## config.mk

```make
export PLATFORM = sky130hd
export DESIGN_NAME = encoder_n_rr
export DESIGN_NICKNAME = d
export VERILOG_FILES = /design/src/rtl/encoder_n_rr_pkg.sv /design/src/rtl/enc_prio_n.sv /design/src/rtl/encoder_n_rr.sv
export SDC_FILE = /design/constraint.sdc
export NUM_CORES = 1
export LEC_CHECK = 0
export BUFFER_PORTS_ARGS = -buffer_cell sky130_fd_sc_hd__buf_2
export CAP_MARGIN = 20
export CORE_MARGIN = 2
export CORE_UTILIZATION = 35
export DETAILED_ROUTE_END_ITERATION = 12
export GPL_ROUTABILITY_DRIVEN = 0
export GPL_TIMING_DRIVEN = 1
export PLACE_DENSITY = 0.5
export SLEW_MARGIN = 25
export SYNTH_ARGS = -nofsm -noshare
export SYNTH_HDL_FRONTEND = slang
export SYNTH_SLANG_ARGS = --single-unit
```

## constraint.sdc

```tcl
create_clock -name clk -period 4.2 [get_ports clk]
set_input_delay 0.21 -clock clk [delete_from_list [all_inputs] [get_ports clk]]
set_output_delay 0.21 -clock clk [all_outputs]
set_load 0.02 [all_outputs]
```

## src/rtl/encoder_n_rr_pkg.sv

```systemverilog
// Shared mode codes for the N-to-log2(N) encoder and its bench.
package encoder_n_rr_pkg;

  typedef enum logic [1:0] {
    ENC_LSB    = 2'b00,
    ENC_MSB    = 2'b01,
    ENC_ONEHOT = 2'b10,
    ENC_RR     = 2'b11
  } enc_mode_e;

endpackage

```

## src/rtl/enc_prio_n.sv

```systemverilog
// Combinational LSB-first priority search over an N-bit vector.
module enc_prio_n #(
  parameter  int N = 8,
  localparam int W = $clog2(N)
) (
  input  logic [N-1:0] vec_i,
  output logic [W-1:0] idx_o,
  output logic         found_o
);

  // Walk downwards so the lowest set bit is the last one written.
  always_comb begin
    idx_o   = '0;
    found_o = 1'b0;
    for (int i = N - 1; i >= 0; i--) begin
      if (vec_i[i]) begin
        idx_o   = W'(i);
        found_o = 1'b1;
      end
    end
  end

endmodule

```

## src/rtl/encoder_n_rr.sv

```systemverilog
// N-to-log2(N) encoder with LSB/MSB priority, strict one-hot and round-robin modes,
// registered result and valid/ready handshake on both sides.
module encoder_n_rr
  import encoder_n_rr_pkg::*;
#(
  parameter  int N = 8,
  localparam int W = $clog2(N)
) (
  input  logic         clk,
  input  logic         rst,
  input  logic         x_valid,
  output logic         x_ready,
  input  logic [N-1:0] x,
  input  logic [1:0]   mode,
  output logic         y_valid,
  input  logic         y_ready,
  output logic [W-1:0] y,
  output logic         v,
  output logic         err
);

  enc_mode_e      mode_e;
  logic           accept;
  logic [W-1:0]   ptr_q;
  logic [W-1:0]   start;
  logic [N-1:0]   search_vec;
  logic [2*N-1:0] dbl_vec;
  logic [W-1:0]   idx;
  logic           found;
  logic [W:0]     pop;
  logic [W:0]     rr_sum;
  logic           y_valid_q;
  logic [W-1:0]   y_q, y_d;
  logic           v_q, v_d;
  logic           err_q, err_d;

  assign mode_e  = enc_mode_e'(mode);
  assign x_ready = ~y_valid_q | y_ready;
  assign accept  = x_valid & x_ready;

  // Round-robin search begins one past the last grant, wrapping at N rather than 2^W.
  assign start   = (ptr_q == W'(N - 1)) ? '0 : ptr_q + W'(1);
  assign dbl_vec = {x, x};

  always_comb begin
    search_vec = x;
    case (mode_e)
      ENC_MSB: begin
        for (int i = 0; i < N; i++) begin
          search_vec[i] = x[N-1-i];
        end
      end
      ENC_RR:  search_vec = N'(dbl_vec >> start);
      default: search_vec = x;
    endcase
  end

  enc_prio_n #(.N(N)) u_prio (
    .vec_i   (search_vec),
    .idx_o   (idx),
    .found_o (found)
  );

  always_comb begin
    pop = '0;
    for (int i = 0; i < N; i++) begin
      pop = pop + (W + 1)'(x[i]);
    end
  end

  assign rr_sum = {1'b0, idx} + {1'b0, start};

  always_comb begin
    y_d   = idx;
    v_d   = found;
    err_d = 1'b0;
    case (mode_e)
      ENC_MSB: y_d = W'(N - 1) - idx;
      ENC_ONEHOT: begin
        v_d   = (pop == (W + 1)'(1));
        err_d = (pop > (W + 1)'(1));
        y_d   = v_d ? idx : '0;
      end
      ENC_RR:  y_d = (rr_sum >= (W + 1)'(N)) ? W'(rr_sum - (W + 1)'(N)) : W'(rr_sum);
      default: y_d = idx;
    endcase
    // An empty request vector reports "none" in every mode.
    if (!found) begin
      y_d   = '0;
      v_d   = 1'b0;
      err_d = 1'b0;
    end
  end

  always_ff @(posedge clk) begin
    if (rst) begin
      y_valid_q <= 1'b0;
      y_q       <= '0;
      v_q       <= 1'b0;
      err_q     <= 1'b0;
      ptr_q     <= W'(N - 1);
    end else begin
      if (accept) begin
        y_valid_q <= 1'b1;
        y_q       <= y_d;
        v_q       <= v_d;
        err_q     <= err_d;
      end else if (y_ready) begin
        y_valid_q <= 1'b0;
      end
      if (accept && (mode_e == ENC_RR) && found) begin
        ptr_q <= y_d;
      end
    end
  end

  assign y_valid = y_valid_q;
  assign y       = y_q;
  assign v       = v_q;
  assign err     = err_q;

endmodule

```

## After elaboration in Yosys (flattened, before gate mapping)

Cells that the tools add are included.

| operators by class | value |
|---|---|
| $add $sub $neg | 11 |
| multipliers | 0 |
| divide/modulo/power cells | 0 |
| order comparisons | 2 |
| eq/ne operators | 5 |
| shifts and indexed selects | 1 |
| muxes and demuxes | 28 |
| bitwise logic cells | 3 |
| reductions and logical operators | 3 |

Operator list:

| operator | count |
|---|---|
| two-way mux 3 bit | 12 |
| adder 4 x 1 -> 4 bit | 4 |
| one-hot mux 8 bit (2 select lines) | 1 |
| right shift 16 x 3 -> 8 bit | 1 |
| two-way mux 1 bit | 14 |
| one-hot mux 3 bit (3 select lines) | 1 |
| adder 3 x 1 -> 4 bit | 1 |
| adder 3 x 3 -> 4 bit | 1 |
| equality test 2 bit (second input constant) | 2 |
| equality test 4 x 1 -> 1 bit (second input constant) | 1 |
| greater-or-equal comparator 4 bit (second input constant) | 1 |
| greater-than comparator 4 x 1 -> 1 bit (second input constant) | 1 |
| adder 2 x 1 -> 3 bit | 1 |
| adder 3 x 1 -> 3 bit (second input constant) | 1 |
| equality test 3 bit (second input constant) | 1 |
| subtractor 3 x 1 -> 3 bit (second input constant) | 1 |
| subtractor 3 bit (first input constant) | 1 |
| adder 1 x 1 -> 2 bit | 1 |
| equality test 2 x 1 -> 1 bit (second input constant) | 1 |
| logical AND 1 bit | 2 |
| nonzero test 2 bit | 1 |
| AND 1 bit | 1 |
| NOT 1 bit | 1 |
| OR 1 bit | 1 |

| word-level totals | value |
|---|---|
| bits in registers | 9 |
| bits in latches | 0 |
| memory bits (writable) | 0 |
| memory bits (read-only) | 0 |
| input port bits | 14 |
| logic and storage cells | 58 |
| memories | 0 |

## Longest topological paths before layout

Gate-level depths: netlist of the first run.

| logic depth | value |
|---|---|
| depth after elaboration | 17 |
| depth in mapped cells | 18 |
| depth with buffers taken out | 17 |

## Hierarchy

Synthesis of the first run repeated with hierarchy kept, for this count alone.

| unflattened totals | value |
|---|---|
| cells, all modules | 131 |
| area total of the unflattened synthesis | 1157.4 sq um |

Modules (own cells, without submodules):

| module | times used | cells an instance | area each (sq um) | sequential area each (sq um) |
|---|---|---|---|---|
| encoder_n_rr | 1 | 118 | 1077.3 | 180.2 |
| enc_prio_n | 1 | 13 | 80.1 | 0.0 |

## Least setup slack after synthesis of the first run

No wires, ideal clock.

| timing | value |
|---|---|
| path kind | register to register |
| start | reg ptr_q[0] |
| end | reg y_q[2] (netlist: y[2]) |
| library setup time | 91 ps |
| arrival | 3738 ps |
| required time | 4109 ps |
| path slack | 371 ps |
| stages on the path, launching flop included | 19 |
| path buffers | 1 |
| path through | dfxtp_1 > ha_1 > ha_1 > nor2_1 > clkbuf_2 > mux4_1 > a221o_1 > o22ai_1 > o21ai_0 > a21oi_1 > mux2i_1 > a21oi_1 > ha_1 > inv_1 > fa_1 > xnor2_1 > nand2b_1 > o211ai_1 > a311oi_1 |

| on the way | value |
|---|---|
| longest elaborated chain between the ends | 17 |
| elaborated cells between the ends (all ways) | 29 |
| classes of those cells | 4 x add/sub; 1 x order compare; 1 x eq/ne; 1 x shift; 22 x mux |

RTL lines:

| element | RTL line | text |
|---|---|---|
| from (decl) | encoder_n_rr.sv:24 | `logic [W-1:0] ptr_q;` |
| from (signal assigned) | encoder_n_rr.sv:101 | `ptr_q <= W'(N - 1);` |
| from (signal assigned) | encoder_n_rr.sv:112 | `ptr_q <= y_d;` |
| adder 3 x 1 -> 3 bit or equality test 3 bit (tied branches) | encoder_n_rr.sv:42 | `assign start = (ptr_q == W'(N - 1)) ? '0 : ptr_q + W'(1);` |
| two-way mux 3 bit (*) | encoder_n_rr.sv:42 |  |
| right shift 16 x 3 -> 8 bit | encoder_n_rr.sv:53 | `ENC_RR: search_vec = N'(dbl_vec >> start);` |
| one-hot mux 8 bit (2 select lines) | encoder_n_rr.sv:47 | `case (mode_e)` |
| two-way mux 3 bit (8 in series) | enc_prio_n.sv:16 | `if (vec_i[i]) begin` |
| adder 3 x 3 -> 4 bit | encoder_n_rr.sv:71 | `assign rr_sum = {1'b0, idx} + {1'b0, start};` |
| greater-or-equal comparator 4 bit or subtractor 3 x 1 -> 3 bit (tied branches) | encoder_n_rr.sv:84 | `ENC_RR: y_d = (rr_sum >= (W + 1)'(N)) ? W'(rr_sum - (W + 1)'(N)) : W'(rr_sum);` |
| two-way mux 3 bit | encoder_n_rr.sv:84 |  |
| one-hot mux 3 bit (3 select lines) | encoder_n_rr.sv:77 | `case (mode_e)` |
| two-way mux 3 bit (*) | encoder_n_rr.sv:88 | `if (!found) begin` |
| to (signal assigned) | encoder_n_rr.sv:105 | `y_q <= y_d;` |
| to (decl) | encoder_n_rr.sv:33 | `logic [W-1:0] y_q, y_d;` |

Every way passes the cells marked *; elsewhere a longest branch is shown, timed or not.
A chain may end at the register's enable or synchronous reset.

## Worst setup path in the final report of the first run

Ends and elaborated chain as after synthesis.

==> results of run 1 <==
-- synthesized netlist by cell type, types with 3 or more instances --
cell / count / area (sq um)
dfxtp_1: 9 / 180
nor3_1: 4 / 20.0
mux4_1: 4 / 105
mux4_2: 5 / 113
clkbuf_1: 5 / 18.8
ha_1: 6 / 75.1
fa_1: 5 / 100
nor2_1: 9 / 33.8
inv_1: 16 / 60.1
nand2_1: 11 / 41.3
nand3b_1: 4 / 30.0
o211ai_1: 3 / 22.5
mux2i_1: 7 / 70.1
a21oi_1: 16 / 80.1
nand2b_1: 7 / 43.8
o21ai_0: 9 / 45.0
-- sequential cells by signal, summed over array words and instances (netlist names) --
name,flops
err,1
ptr_q,3
v,1
y,3
y_valid,1
-- per-stage QoR --
stage	hold slack [ns]	instances	instance area [sq um]
floorplan	0.339	156	1360
global placement	0.462	218	1500
detailed placement	0.474	218	1500
CTS	0.227	222	1550
global route	0.269	222	1570
finish	0.234	222	1570
-- worst reg2reg max path, stage by stage (launching register included) --
cell      delay [ns]
dfxtp_1         0.33
ha_1            0.20
ha_1            0.19
nor2_2          0.13
buf_12          0.15
mux4_2          0.55
a221o_1         0.36
o22ai_1         0.12
o21ai_1         0.12
a21oi_1         0.19
mux2i_1         0.10
a21oi_1         0.15
ha_1            0.16
inv_1           0.05
fa_2            0.35
xnor2_2         0.19
nand2b_4        0.15
o211ai_1        0.09
a311oi_1        0.28
-- logic make-up after synthesis --
group | Yosys count | share of synthesized area (%)
muxes | 18 | 22.9
and+or+nand+nor | 46 | 17.9
buffers and inverters | 25 | 8.12
xor gates and xnor gates | 1 | 0.646
adders and majority gates | 11 | 12.9
DFF | 9 | 13.3
AOI/OAI and AO/OA | 46 | 24.3
-- where the power goes --
group | leakage [nW] | switching (mW) | total, mW | internal (mW)
Combinational | 0.567 | 0.122 | 0.216 | 0.0938
Clock | 0.0228 | 0.0323 | 0.0983 | 0.0660
Sequential | 0.0740 | 0.00324 | 0.0952 | 0.0919
Total | 0.664 | 0.157 | 0.409 | 0.252
-- how the worst min path moves through the flow --
stage | start | end | slack [ns]
final | x_valid | y_valid | 0.23
after global routing | x_valid | y_valid | 0.27
after CTS | x_valid | y_valid | 0.23
after detailed placement | ptr_q[1] | ptr_q[1] | 0.47
after global placement | ptr_q[1] | ptr_q[1] | 0.46
after floorplan | x_valid | y_valid | 0.34
-- area by class of cell --
type,instances,area (sq um)
Timing Repair Buffer,23,135
Sequential cell,9,180
Clock buffer,4,45.0
Tap cell,48,60.1
Fill cell,394,2120
Multi-Input combinational cell,122,1090
Inverter,16,60.1
-- layer usage --
layer | part of all wire [%] | global-route usage, % | vias to the layer above
met5 | 0 | 0 | -
met3 | 4.7 | 2.73 | 0
met2 | 49 | 27.9 | 37
met1 | 46 | 23.4 | 621
met4 | 0 | 1.53 | 0
li1 | - | - | 615
==> out/metrics.yaml, run 1 <==
status:
  status: "complete, no violations"
cells_and_area:
  antenna_cells: 0
  syn_to_final_growth_pct: 16.0
  drive_gt1_share_pct: 26.4
  final_common_cell: "buf_2"
  postLayoutCoreUtil_pct: 42.6
  finalNetCount: 200
  final_cell_mix: "buf_2 (20), inv_1 (16), a21oi_1 (15)"
die:
  dieArea_sq_um: 4390
  start_util_pct: 36.8
  die_h_um: 66.3
  top_level_ports: 21
  row_count: 22
  fp.dieW_um: 66.3
  coreArea_sq_um: 3690
clock_network:
  cts_buffers: 3
  clk_pin_slew_ns: 0.04
  cts_setup_buffers: 0
  htreeDepth: 1
  clkSinkCount: 9
  cts_tree: "built"
  clk_latency_ns: 0.23
  cts-resized-gates: 0
  cts_hold_buf: 0
  clockBufferDepth: 2
  clock-root-buffer: "clkbuf_8"
logic_synthesis:
  synth-main-ff-cell: "dfxtp_1"
  ys_types: 45
  syn_inst: 156
  synth_edf_count: 0
  synthesis.area_sq_um: 1360
  synth_seq_cells: 9
  synthArstFlopShare_pct: 0
  seq_area_frac_synth_pct: 13.3
  ys_warn_count: 0
  syn_avg_cell_area_sq_um: 8.69
  syn-num-nets: 181
drt:
  routed_wl_um: 3470
  avgRoutedWirePerCell_um: 15.6
  dr.pass1.iters: 4
  viasPerCell: 5.73
  dr.first_iter.drc_count: 104
  drt.antenna.violating_nets: 0
  vias: 1273
  drc: 0
worst_hold_path:
  whs_path_depth: 3
  hold_class: "in2reg"
worst_setup_path:
  cp-end-kind: "flip-flop"
  critPathSlowestCell: "mux4_2"
  timing_worst_setup_path_type: "reg2reg"
  cpMostUsedCell: "ha_1"
  worstPathArrival_ns: 4.07
  r2r-start: "ptr_q[0]"
  crit_end: "y[2]"
  worst-path-max-fanout: 11
  path_cells: "ha_1 -> ha_1 -> nor2_2 -> buf_12 -> mux4_2 -> a221o_1 -> o22ai_1 -> o21ai_1 -> a21oi_1 -> mux2i_1 -> a21oi_1 -> ha_1 -> inv_1 -> fa_2 -> xnor2_2 -> nand2b_4 -> o211ai_1 -> a311oi_1"
  reg2reg_depth: 18
  startpoint_type: "flip-flop"
  cp.required_ns: 4.33
  startpoint: "ptr_q[0]"
  cpPeakStageDelay_ns: 0.55
  regToRegSetupSlack_ns: 0.26
  path_delay_family: "compound AO/OA/AOI/OAI gates"
  crit_buf_inv: 2
  rr_endpoint: "y[2]"
  cp.depth: 18
timing:
  slew_viol_final: 0
  max_freq_mhz: 254
  finalCriticalPeriod_ns: 3.94
  hold_viol: 0
  clock_skew_ns: 0.00222
  worst_slack_ns: 0.262
  tns_ns: 0
  relSlewSlack_pct: 58.6
  fin_crit_sh_pct: 93.8
  finalSetupViolCount: 0
  worstMarginPinSlew_ns: 0.615
power:
  irDropWorstVdd_uv: 129
  cellLeakagePower_nw: 0.664
  powerDensity_nw_per_um2: 260
  finalPower_mw: 0.409
placed_design:
  place_ws_ns: 0.175
  dp_hpwl_um: 2670
  port_buffers: 20
grt:
  grt_pass1_vias: 1182
  grt.total_usage_pct: 16.7
  grt_max_degree: 22
  antenna_found_initial: 0
  grt-ovfl-total: 0
  grt_pass1_wl_um: 5700
run:
  cap_violations: 0
(Power assumes the default switching activity.)
==> run 2: changes to the inputs <==
--- a/config.mk
+++ b/config.mk
@@ -8,11 +8,11 @@
 export BUFFER_PORTS_ARGS = -buffer_cell sky130_fd_sc_hd__buf_2
 export CAP_MARGIN = 20
 export CORE_MARGIN = 2
-export CORE_UTILIZATION = 35
+export CORE_UTILIZATION = 57
 export DETAILED_ROUTE_END_ITERATION = 12
 export GPL_ROUTABILITY_DRIVEN = 0
-export GPL_TIMING_DRIVEN = 1
-export PLACE_DENSITY = 0.5
+export GPL_TIMING_DRIVEN = 0
+export PLACE_DENSITY = 0.76
 export SLEW_MARGIN = 25
 export SYNTH_ARGS = -nofsm -noshare
 export SYNTH_HDL_FRONTEND = slang
==> run 2 against run 1 <==
First-iteration DRC count is 38% lower. Cell count shrank 5.4%. Highest routed layer is now met4. Largest cell class unchanged. Worst hold slack worse by 0.046 ns. Die area down 37%.
==> out/metrics.yaml, run 2 (synthesized netlist as in run 1, its figures left out) <==
status:
  status: "complete, no violations"
timing:
  max_freq_mhz: 256
  tns_ns: 0
  relSlewSlack_pct: 66.3
  slew_viol_final: 0
  worst_slack_ns: 0.293
  finalSetupViolCount: 0
  fin_crit_sh_pct: 93.0
  worstMarginPinSlew_ns: 0.505
  clock_skew_ns: 0.00272
  finalCriticalPeriod_ns: 3.91
  rsz0062_at_grt: "false"
  hold_viol: 0
grt:
  grt_pass1_vias: 1255
  grt-ovfl-total: 0
  grt.total_usage_pct: 28.5
  grt_pass1_wl_um: 5900
  grt_max_degree: 11
  antenna_found_initial: 0
worst_setup_path:
  worst-path-max-fanout: 7
  cp-end-kind: "flip-flop"
  timing_worst_setup_path_type: "reg2reg"
  r2r-start: "ptr_q[0]"
  reg2reg_depth: 18
  worstPathArrival_ns: 4.10
  rr_endpoint: "y[2]"
  regToRegSetupSlack_ns: 0.29
  startpoint_type: "flip-flop"
  cp.required_ns: 4.39
power:
  p_switching_mw: 0.172
  internal_power_mw: 0.224
  cellLeakagePower_nw: 0.683
  pwr-share-comb_pct: 57.7
  finalPower_mw: 0.396
  powerDensity_nw_per_um2: 250
  p_seq_share_pct: 23.8
  switching_share_pct: 43.5
  irDropWorstVdd_uv: 248
  share_clk_of_total_power_pct: 18.5
clock_network:
  htreeDepth: 1
  clk_pin_slew_ns: 0.07
  clk_latency_ns: 0.28
  cts_hold_buf: 0
  clock-root-buffer: "clkbuf_4"
  cts_buffers: 3
  clockBufferDepth: 2
  clkSinkCount: 9
  cts_tree: "built"
drt:
  vias: 1359
  drt.antenna.violating_nets: 0
  drc: 0
  viasPerCell: 6.47
  avgRoutedWirePerCell_um: 16.9
  routed_wl_um: 3540
  dr.pass1.iters: 4
  dr.first_iter.drc_count: 64
die:
  coreArea_sq_um: 2230
  top_level_ports: 21
  dieArea_sq_um: 2790
  start_util_pct: 60.7
  die_h_um: 52.8
  fp.dieW_um: 52.8
  row_count: 17
cells_and_area:
  fin_area_sq_um: 1580
  final_common_cell: "buf_2"
  syn_to_final_growth_pct: 16.8
  finalNetCount: 208
  drive_gt1_share_pct: 28.0
  fillers: 196
  antenna_cells: 0
  final_cell_mix: "buf_2 (19), inv_1 (16), a21oi_1 (14)"
placed_design:
  place_ws_ns: -0.0368
  dp_hpwl_um: 2620
  place_area_sq_um: 1490
  port_buffers: 19
worst_hold_path:
  min_to: "y_valid"
  worstHoldStart: "x_valid"
  hold_class: "in2reg"
  whs_path_depth: 3
run:
  cap_violations: 0
==> run 2: worst max path at each step <==
stage                  start    to  slack (ns)  cells past startpoint
floorplan           ptr_q[0]  y[2]        0.37                     18
global placement    ptr_q[0]  y[2]       -0.01                     18
detailed placement  ptr_q[0]  y[2]       -0.04                     18
finish              ptr_q[0]  y[2]        0.29                     18
global route        ptr_q[0]  y[2]       0.002                     17
CTS                 ptr_q[0]  y[2]       0.002                     17
==> run 2: metal layers <==
metal | up-vias | global-route usage (%) | routed length (um)
met1 | 652 | 41.0 | 1550
met2 | 57 | 46.3 | 1740
met4 | 0 | 2.56 | 63
met5 | - | 0 | 0
li1 | 639 | - | -
met3 | 11 | 4.86 | 188
==> run 2: what timing repair did <==
| item | CTS | global route |
|---|---|---|
| pin swaps | 0 | 4 |
| endpoints found under the setup margin | 1 | 4 |
| gates resized for setup | 1 | 13 |
| hold endpoints to repair | 0 | 0 |
| buffers inserted | 0 | 3 |
| gates cloned | 0 | 0 |
==> run 2: metrics by stage <==
step	hold slack [ns]	util (%)	instances
after detailed placement	0.474	66.6	203
after CTS	0.193	67.9	207
final	0.188	70.9	210
after global routing	0.206	70.9	210
after global placement	0.463	66.6	203
after floorplan	0.339	-	156
==> run 2: critical path: stages, from the launching register on <==
cell	delay [ns]
dfxtp_1	0.33
ha_1	0.20
ha_1	0.18
nor2_2	0.15
buf_6	0.16
mux4_2	0.53
a221o_1	0.31
o22ai_1	0.14
o21ai_2	0.10
a21oi_2	0.17
mux2i_1	0.09
a21oi_1	0.18
ha_1	0.16
inv_1	0.04
fa_1	0.40
xnor2_2	0.15
o22ai_1	0.18
nand2b_1	0.08
a311oi_1	0.25
==> run 2: cell type report <==
| class | instances | area [sq um] | share of cell area [%] |
|---|---|---|---|
| Multi-Input combinational cell | 122 | 1110 | 69.8 |
| Inverter | 16 | 60.1 | 3.79 |
| Tap cell | 28 | 35.0 | 2.21 |
| Sequential cell | 9 | 180 | 11.4 |
| Clock buffer | 3 | 22.5 | 1.42 |
| Timing Repair Buffer | 22 | 118 | 7.42 |
| Clock inverter | 1 | 5.00 | 0.316 |
| Buffer | 9 | 57.6 | 3.63 |
==> run 2: power by group through the flow <==
stage	sequential [mW]	combinational (mW)	clock, mW
after floorplan	0.102	0.152	0
after global placement	0.0961	0.203	0
after detailed placement	0.0964	0.211	0
after CTS	0.0944	0.213	0.0721
after global routing	0.0950	0.253	0.0752
final	0.0945	0.229	0.0732
==> run 3: changes to the inputs <==
--- a/config.mk
+++ b/config.mk
@@ -5,14 +5,15 @@
 export SDC_FILE = /design/constraint.sdc
 export NUM_CORES = 1
 export LEC_CHECK = 0
+export ABC_AREA = 1
 export BUFFER_PORTS_ARGS = -buffer_cell sky130_fd_sc_hd__buf_2
 export CAP_MARGIN = 20
 export CORE_MARGIN = 2
-export CORE_UTILIZATION = 57
+export CORE_UTILIZATION = 56
 export DETAILED_ROUTE_END_ITERATION = 12
 export GPL_ROUTABILITY_DRIVEN = 0
 export GPL_TIMING_DRIVEN = 0
-export PLACE_DENSITY = 0.76
+export PLACE_DENSITY = 0.75
 export SLEW_MARGIN = 25
 export SYNTH_ARGS = -nofsm -noshare
 export SYNTH_HDL_FRONTEND = slang
==> run 3 against run 2 <==
Area after synthesis is 7.3% lower. Fmax rose by 13%. Sequential share of layout area increased by 1.3 points. Die area is 5.2% lower. Utilization is 5.5 points lower. Via count rose by 5.6%. Clock-buffer cell count is 1 higher. Final area down 10%. Non-clock buffer count decreased by 7. Critical path type is now in2reg. Largest power group unchanged.
==> out/metrics.yaml, run 3 <==
grt:
  grt_pass1_wl_um: 5130
  grt_pass1_vias: 1257
  antenna_found_initial: 0
  grt-ovfl-total: 0
  grt_max_degree: 11
  grt.total_usage_pct: 25.3
power:
  irDropWorstVdd_uv: 253
  powerDensity_nw_per_um2: 258
  cellLeakagePower_nw: 0.766
  finalPower_mw: 0.365
worst_setup_path:
  startpoint_type: "primary input"
  r2r-start: "ptr_q[0]"
  reg2reg_depth: 26
  worst-path-max-fanout: 3
  cp.required_ns: 4.40
  worstPathArrival_ns: 3.65
  cpPeakStageDelay_ns: 0.52
  rr_endpoint: "y[2]"
  cp-end-kind: "flip-flop"
  critPathSlowestCell: "fa_1"
  path_cells: "buf_2 -> fa_1 -> inv_1 -> fa_1 -> fa_1 -> inv_1 -> ha_1 -> fa_1 -> inv_1 -> a31oi_1 -> a211oi_1 -> nand2_1 -> a21oi_1 -> a21oi_1 -> nor2_1 -> nand2_1 -> nand2_1 -> nand2_1 -> a21oi_1"
  regToRegSetupSlack_ns: 0.88
  timing_worst_setup_path_type: "in2reg"
timing:
  hold_viol: 0
  clock_skew_ns: 0.00188
  fin_crit_sh_pct: 82.1
  slew_viol_final: 0
  worstMarginPinSlew_ns: 0.383
  tns_ns: 0
  finalCriticalPeriod_ns: 3.45
  rsz0062_at_grt: "false"
  finalSetupViolCount: 0
  hold_slack_ns: 0.193
  max_freq_mhz: 290
  relSlewSlack_pct: 74.5
die:
  die_h_um: 51.4
  row_count: 17
  fp.dieW_um: 51.4
  dieArea_sq_um: 2640
  start_util_pct: 58.0
  coreArea_sq_um: 2170
  top_level_ports: 21
logic_synthesis:
  synth-main-ff-cell: "dfxtp_1"
  yosys-top-cells-area: "nand2_1 (18%), nand3_1 (15%), dfxtp_1 (14%), inv_1 (13%), fa_1 (8.0%)"
  synth_seq_cells: 9
  syn_inst: 215
  ys_warn_count: 0
  synth_top_area_share_pct: 18.2
  synth_edf_count: 0
  syn_avg_cell_area_sq_um: 5.85
  yosysTopAreaCell: "nand2_1"
  syn-num-nets: 240
  synthesis.area_sq_um: 1260
  ys_types: 27
  synthArstFlopShare_pct: 0
  seq_area_frac_synth_pct: 14.3
  yosysMostFrequentCell: "nand2_1"
  synthTopCellsByCount: "nand2_1 (61), inv_1 (42), nand3_1 (38), a21oi_1 (9), dfxtp_1 (9)"
cells_and_area:
  syn_to_final_growth_pct: 12.8
  postLayoutCoreUtil_pct: 65.4
  drive_gt1_share_pct: 16.3
  finalNetCount: 265
  final_common_cell: "nand2_1"
  final_cell_mix: "nand2_1 (61), inv_1 (42), nand3_1 (38)"
  fillers: 235
  antenna_cells: 0
drt:
  viasPerCell: 5.37
  drc: 0
  routed_wl_um: 3080
  avgRoutedWirePerCell_um: 11.5
  vias: 1435
  dr.pass1.iters: 4
  drt.antenna.violating_nets: 0
  dr.first_iter.drc_count: 71
worst_hold_path:
  whs_path_depth: 2
  min_to: "y[2]"
  hold_class: "in2reg"
  worstHoldStart: "rst"
clock_network:
  clk_pin_slew_ns: 0.06
  clockBufferDepth: 2
  htreeDepth: 1
  cts_setup_buffers: 0
  clock-root-buffer: "clkbuf_4"
  clk_latency_ns: 0.26
  cts_hold_buf: 0
  clkSinkCount: 9
  cts_tree: "built"
  cts_buffers: 3
  cts-resized-gates: 0
run:
  cap_violations: 0
placed_design:
  dp_hpwl_um: 2510
  port_buffers: 20
status:
  status: "complete, no violations"
## run 3: changes by cell type in the layout (fill, tap and decap cells not counted), moves of 7 or more
cell | previous run | this run
inv_1 | 16 | 42
mux2i_1 | 7 | 0
nand2b_1 | 7 | 0
nand2_1 | 11 | 61
nand3_1 | 1 | 38
## run 3: metrics by stage
step / cells / area [sq um] / setup WS [ns]
CTS: 267 / 1420 / 0.751
finish: 267 / 1420 / 0.752
floorplan: 215 / 1260 / 0.877
global route: 267 / 1420 / 0.475
global placement: 263 / 1390 / 0.519
detailed placement: 263 / 1390 / 0.487
## run 3: worst max-delay path, delay by kind of cell
| family | cells | cell delay, ns |
|---|---|---|
| buffers and inverters | 4 | 0.27 |
| adder cells (fa/ha/maj) | 5 | 2.01 |
| AO/OA/AOI/OAI | 5 | 0.72 |
| AND/OR/NAND/NOR | 5 | 0.43 |
## run 3: worst max-delay path by stage
stage	cells after the start	endpoint	slack, ns	from
2_1_floorplan	16	y[2]	0.88	x[0]
6_report	19	y[2]	0.75	x[0]
3_3_place_gp	17	y[2]	0.52	x[0]
4_1_cts	17	y[1]	0.75	x[0]
3_5_place_dp	17	y[1]	0.49	x[0]
5_1_grt	17	y[1]	0.48	x[0]
## run 3: report_power, final
part / internal (mW) / switching, mW
sequential: 0.0920 / 0.00341
combinational: 0.0744 / 0.128
clock: 0.0367 / 0.0310
## run 3: kinds of logic (layout without fill, tap and decap cells)
kind of cell / Yosys count / count (layout) / share of synthesized area [%]
adders and majority gates: 11 / 11 / 13.9
and+or+nand+nor: 117 / 117 / 42.5
AOI/OAI and AO/OA: 27 / 27 / 12.8
xor gates and xnor gates: 1 / 1 / 0.697
buffers and inverters: 50 / 74 / 15.7
DFF: 9 / 9 / 14.3
## run 3: metal layers
| metal | share of wire (%) | vias to the layer above | global-route usage, % |
|---|---|---|---|
| met4 | 0.65 | 0 | 3.07 |
| met3 | 9.1 | 5 | 7.60 |
| met5 | 0 | - | 0 |
| met2 | 46 | 58 | 42.7 |
| li1 | - | 739 | - |
| met1 | 44 | 633 | 32.5 |
## run 3: cell type report
class                           count  area (sq um)  share of cell area (%)
Buffer                              4          25.0                    1.76
Clock buffer                        4          26.3                    1.85
Inverter                           46           173                    12.2
Multi-Input combinational cell    156           880                    62.0
Sequential cell                     9           180                    12.7
Tap cell                           28          35.0                    2.47
Timing Repair Buffer               20           100                    7.05
